`src/rtl/cpu_pkg.sv`:
```
// Shared types and constants for the accumulator CPU control path.
package cpu_pkg;

  localparam int CPU_DATA_WIDTH    = 16;
  localparam int CPU_OPCODE_WIDTH  = 5;
  localparam int CPU_OPERAND_WIDTH = 11;

  typedef enum logic [CPU_OPCODE_WIDTH-1:0] {
    OP_HLT  = 5'b00000,
    OP_STO  = 5'b00001,
    OP_LD   = 5'b00010,
    OP_LDI  = 5'b00011,
    OP_ADD  = 5'b00100,
    OP_ADDI = 5'b00101,
    OP_SUB  = 5'b00110,
    OP_SUBI = 5'b00111,
    OP_BEQ  = 5'b01000,
    OP_BNE  = 5'b01001,
    OP_JMP  = 5'b01010
  } opcode_t;

  typedef enum logic [2:0] {
    ST_INIT,
    ST_FETCH,
    ST_DECODE,
    ST_EXECUTE,
    ST_HALT
  } state_t;

  // Accumulator source select; 2'b11 is never produced.
  localparam logic [1:0] SEL_MEM = 2'b00;
  localparam logic [1:0] SEL_ALU = 2'b01;
  localparam logic [1:0] SEL_IMM = 2'b10;

  localparam logic ALU_ADD = 1'b0;
  localparam logic ALU_SUB = 1'b1;

  // Strobes asserted during the single EXECUTE cycle of an instruction.
  typedef struct packed {
    logic [1:0] sel;
    logic       alu_sel_b;
    logic       alu_op;
    logic       acc_wr;
    logic       mem_wr;
    logic       pc_inc;
    logic       pc_load;
    logic       halt;
  } strobes_t;

  localparam strobes_t STROBES_IDLE = '0;

endpackage

```
`src/rtl/instr_decoder.sv`:
```
// Combinational opcode decode into the EXECUTE-cycle strobe bundle.
module instr_decoder
  import cpu_pkg::*;
(
  input  logic [CPU_OPCODE_WIDTH-1:0] opcode_i,
  input  logic                        zero_i,
  output strobes_t                    strobes_o
);

  // Map each opcode to its strobes; unknown opcodes behave as NOP.
  always_comb begin
    strobes_o = STROBES_IDLE;
    case (opcode_i)
      OP_HLT: strobes_o.halt = 1'b1;
      OP_STO: begin
        strobes_o.mem_wr = 1'b1;
        strobes_o.pc_inc = 1'b1;
      end
      OP_LD: begin
        strobes_o.sel    = SEL_MEM;
        strobes_o.acc_wr = 1'b1;
        strobes_o.pc_inc = 1'b1;
      end
      OP_LDI: begin
        strobes_o.sel    = SEL_IMM;
        strobes_o.acc_wr = 1'b1;
        strobes_o.pc_inc = 1'b1;
      end
      OP_ADD, OP_ADDI, OP_SUB, OP_SUBI: begin
        strobes_o.sel       = SEL_ALU;
        strobes_o.alu_sel_b = opcode_i[0];
        strobes_o.alu_op    = opcode_i[1] ? ALU_SUB : ALU_ADD;
        strobes_o.acc_wr    = 1'b1;
        strobes_o.pc_inc    = 1'b1;
      end
      OP_BEQ: begin
        strobes_o.pc_load = zero_i;
        strobes_o.pc_inc  = ~zero_i;
      end
      OP_BNE: begin
        strobes_o.pc_load = ~zero_i;
        strobes_o.pc_inc  = zero_i;
      end
      OP_JMP: strobes_o.pc_load = 1'b1;
      default: strobes_o.pc_inc = 1'b1;
    endcase
  end

endmodule

```
`src/rtl/control_unit.sv`:
```
// Multi-cycle FETCH/DECODE/EXECUTE control FSM: holds the instruction
// register and gates the decoded strobes into the datapath.
module control_unit
  import cpu_pkg::*;
#(
  parameter int DATA_WIDTH    = CPU_DATA_WIDTH,
  parameter int OPCODE_WIDTH  = CPU_OPCODE_WIDTH,
  parameter int OPERAND_WIDTH = CPU_OPERAND_WIDTH
) (
  input  logic                     clk_in,
  input  logic                     reset_in,
  input  logic [DATA_WIDTH-1:0]    instr_in,
  input  logic                     zero_in,
  output logic [OPERAND_WIDTH-1:0] operand_out,
  output logic [1:0]               sel_3x1_out,
  output logic                     alu_sel_b_out,
  output logic                     alu_op_out,
  output logic                     addr_sel_out,
  output logic                     acc_wr_out,
  output logic                     mem_wr_out,
  output logic                     pc_inc_out,
  output logic                     pc_load_out,
  output logic                     halted_out
);

  state_t                state_q, state_d;
  logic [DATA_WIDTH-1:0] ir_q, ir_d;
  strobes_t              dec;

  instr_decoder u_decoder (
    .opcode_i  (ir_q[DATA_WIDTH-1 -: OPCODE_WIDTH]),
    .zero_i    (zero_in),
    .strobes_o (dec)
  );

  assign operand_out = ir_q[OPERAND_WIDTH-1:0];

  // State and instruction registers; reset clears both immediately.
  always_ff @(posedge clk_in or posedge reset_in) begin
    if (reset_in) begin
      state_q <= ST_INIT;
      ir_q    <= '0;
    end else begin
      state_q <= state_d;
      ir_q    <= ir_d;
    end
  end

  // Sequence INIT -> FETCH -> DECODE -> EXECUTE, parking in HALT on HLT.
  always_comb begin
    state_d = state_q;
    ir_d    = ir_q;
    case (state_q)
      ST_INIT:    state_d = ST_FETCH;
      ST_FETCH: begin
        ir_d    = instr_in;
        state_d = ST_DECODE;
      end
      ST_DECODE:  state_d = ST_EXECUTE;
      ST_EXECUTE: state_d = dec.halt ? ST_HALT : ST_FETCH;
      ST_HALT:    state_d = ST_HALT;
      default:    state_d = ST_INIT;
    endcase
  end

  // Strobes come only from the registered state and IR, so a reset drops them at once.
  always_comb begin
    sel_3x1_out   = SEL_MEM;
    alu_sel_b_out = 1'b0;
    alu_op_out    = ALU_ADD;
    addr_sel_out  = 1'b0;
    acc_wr_out    = 1'b0;
    mem_wr_out    = 1'b0;
    pc_inc_out    = 1'b0;
    pc_load_out   = 1'b0;
    halted_out    = 1'b0;
    case (state_q)
      ST_DECODE: addr_sel_out = 1'b1;
      ST_EXECUTE: begin
        addr_sel_out  = 1'b1;
        sel_3x1_out   = dec.sel;
        alu_sel_b_out = dec.alu_sel_b;
        alu_op_out    = dec.alu_op;
        acc_wr_out    = dec.acc_wr;
        mem_wr_out    = dec.mem_wr;
        pc_inc_out    = dec.pc_inc;
        pc_load_out   = dec.pc_load;
      end
      ST_HALT: halted_out = 1'b1;
      default: ;
    endcase
  end

endmodule

```
`config.mk`:
```
export PLATFORM = sky130hd
export DESIGN_NAME = control_unit
export DESIGN_NICKNAME = d
export VERILOG_FILES = /design/src/rtl/cpu_pkg.sv /design/src/rtl/instr_decoder.sv /design/src/rtl/control_unit.sv
export SDC_FILE = /design/constraint.sdc
export NUM_CORES = 1
export LEC_CHECK = 0
export ABC_AREA = 1
export BUFFER_PORTS_ARGS = -buffer_cell sky130_fd_sc_hd__buf_2
export CORE_MARGIN = 5
export CORE_UTILIZATION = 43
export DETAILED_ROUTE_END_ITERATION = 7
export GPL_TIMING_DRIVEN = 0
export PLACE_DENSITY = 0.75
export SKIP_CTS_REPAIR_TIMING = 1
export SYNTH_ARGS = -nofsm -noshare
export SYNTH_HDL_FRONTEND = slang
export SYNTH_SLANG_ARGS = --single-unit
```
`constraint.sdc`:
```
create_clock -name clk_in -period 1 [get_ports clk_in]
set_input_delay 0.05 -clock clk_in [delete_from_list [all_inputs] [get_ports clk_in]]
set_output_delay 0.05 -clock clk_in [all_outputs]
set_load 0.05 [all_outputs]
```
==> results.tsv <==
stage	metric	value	unit
clocking	numCtsBuffers	3	
layout	fin_nets	210	
pwr	ir_drop	0.00300	V
pwr	powerDensity	3530	nW/µm²
detailed_routing	wl_per_cell	13.3	µm
placed_design	post_dp_cell_area	1320	µm²
detailed_routing	drtAntennaViolNets	0	
logic_synthesis	ys_seq_elements	19	
clocking	clockBufferDepth	2	
worst_hold_path	hold_class	input pin to async pin	
setup_path	crit_path_start_kind	flop	
timing	post-route-min-period	1.58	ns
global_routing	grt_pass1_wl	3640	µm
outcome	violations	hold timing, setup timing	
floorplanning	rows	17	
clocking	path_clk_slew	0.11	ns
detailed_routing	viasPerCell	4.78	
timing	slew_violations	0	
pwr	finalPower	6330	µW
logic_synthesis	avgSynthCellArea	8.03	µm²
clocking	htreeDepth	1	
floorplanning	pin_count	40	
global_routing	grtUsageTotal	0.135	
layout	antenna_cells	0	
flow_run	drv_cap	0	
timing	worstMarginPinSlew	0.715	ns
setup_path	worstPathMaxFanout	4	
logic_synthesis	synth_cell_types	19	
placed_design	dp_hpwl	1820	µm
layout	instances_no_fill	218	
setup_path	end_kind	output pin	
layout	design_area	1790	µm²
logic_synthesis	syn-num-nets	147	
setup_path	worstSetupPathType	flop to output pin	
floorplanning	die_h	58.9	µm
logic_synthesis	synth_cells	128	
timing	relSlewSlack	0.523	
global_routing	first_global_vias	892	
pwr	leakage	0.000901	µW
placed_design	routabilityCongestion	0.752	
clocking	clkLatencyLatePin	0.31	ns
floorplanning	dieArea	3470	µm²
floorplanning	die_w	58.9	µm
logic_synthesis	netlist_area	1030	µm²
layout	drive_gt1_frac	0.526	
detailed_routing	routed_wl	2890	µm
placed_design	place_inst	195	
global_routing	grt_max_degree	20	
floorplanning	start_util	0.456	
timing	fin_worst_skew	0.00497	ns
clocking	cts_root_buffer	clkbuf_4	
timing	grt_setup_unrepaired	yes	
logic_synthesis	yosysWarnings	0	
global_routing	antenna_found_initial	0	
logic_synthesis	yosysSeqAreaShare	0.463	
detailed_routing	first_pass_iters	4	
clocking	cts_sinks	19	
detailed_routing	drt_iter0_markers	13	
global_routing	grt-ovfl-total	0	
timing	clock.fmax	632	MHz
timing	layout_setup_ws	-0.582	ns
outcome	status	finished with violations	
timing	period_share	1.58	
floorplanning	coreArea	2250	µm²
layout	syn_to_final_growth	74.4	%
timing	hold_viol_final	20	
timing	hold_ws	-0.168	ns
timing	setup_viol_count_final	35	
detailed_routing	vias	1042	
clocking	cts_tree	yes	
placed_design	port_buffers	39	
detailed_routing	drcViolationCount	0	
setup_path	crit_required	0.95	ns
setup_path	cp.arrival	1.53	ns
[kinds of logic (layout without fill, tap and decap cells)]
kind of cell / count (synthesis) / after routing / share of synthesized area
AOI/OAI and AO/OA: 21 / 21 / 0.107
DFF: 19 / 19 / 0.463
and+or+nand+nor: 49 / 49 / 0.225
buffers and inverters: 39 / 101 / 0.205
[power breakdown]
| part | internal, µW | switching (µW) |
|---|---|---|
| clock network | 156 | 252 |
| registers | 1150 | 408 |
| logic | 1880 | 2490 |
[layout by cell type, fill, tap and decap left out, types with 10 or more instances in the layout]
cell / netlist / layout
nand2_1: 23 / 19
buf_2: 0 / 19
buf_6: 3 / 18
inv_1: 22 / 17
dfrtp_1: 19 / 16
buf_8: 0 / 13
dlygate4sd3_1: 0 / 12
o21ai_1: 5 / 10
buf_4: 11 / 10
[final timing paths]
check,start,endpoint,slack [ns],cells after the start
setup / recovery,state_q[2]$_DFF_PP0_,mem_wr_out,-0.58,6
hold / removal,reset_in,ir_q[6]$_DFFE_PP0P_,-0.17,2
setup reg to reg,state_q[2]$_DFF_PP0_,state_q[2]$_DFF_PP0_,-0.18,6
hold reg to reg,state_q[2]$_DFF_PP0_,state_q[0]$_DFF_PP0_,0.52,1
max in group asynchronous,reset_in,ir_q[11]$_DFFE_PP0P_,0.67,2
min in group clk_in,instr_in[5],ir_q[5]$_DFFE_PP0P_,-0.03,3
[state kept, by name, indices dropped and copies added (netlist names)]
| register | flops |
|---|---|
| ir_q | 16 |
| state_q | 3 |
[per-stage QoR]
step            util  hold slack, ns  setup WS [ns]  setup TNS [ns]
2_1_floorplan      -         0.00113         -0.337           -2.04
3_3_place_gp   0.583           0.189         -0.310           -2.33
4_1_cts        0.595          -0.134         -0.697           -7.74
3_5_place_dp   0.583           0.195         -0.352           -3.12
6_report       0.795          -0.168         -0.582           -7.71
5_1_grt        0.795         -0.0954         -0.649           -9.60
[layer usage]
metal,part of all wire,track usage
met5,0,0
met4,0.023,0.0421
met3,0.072,0.0307
met2,0.55,0.248
met1,0.35,0.154
[final cells by class]
type | count | area, µm²
fill | 151 | 463
timing repair buffer | 62 | 576
sequential | 19 | 479
clock buffer | 4 | 26.3
buffer | 10 | 113
multi-input combinational | 70 | 459
inverter | 25 | 104
tap | 28 | 35.0
[synthesized netlist by cell type, drive strengths merged]
library cell / number / area (µm²)
nor2: 15 / 63.8
nor4: 1 / 12.5
nand3: 6 / 42.5
buf: 14 / 116
o22ai: 1 / 6.26
a21oi: 6 / 30.0
nand2: 24 / 92.6
inv: 25 / 93.8
nor3: 3 / 20.0
dfrtp: 19 / 475
o21ai: 14 / 73.8
[critical path, stage by stage, from the launching register on]
cell and delay, ns:
dfrtp_1 0.41, inv_2 0.09, nand2_2 0.07, nor2_4 0.23
inv_4 0.08, nor4_4 0.15, buf_6 0.19
No activity file was read; power rests on OpenSTA's default activity.
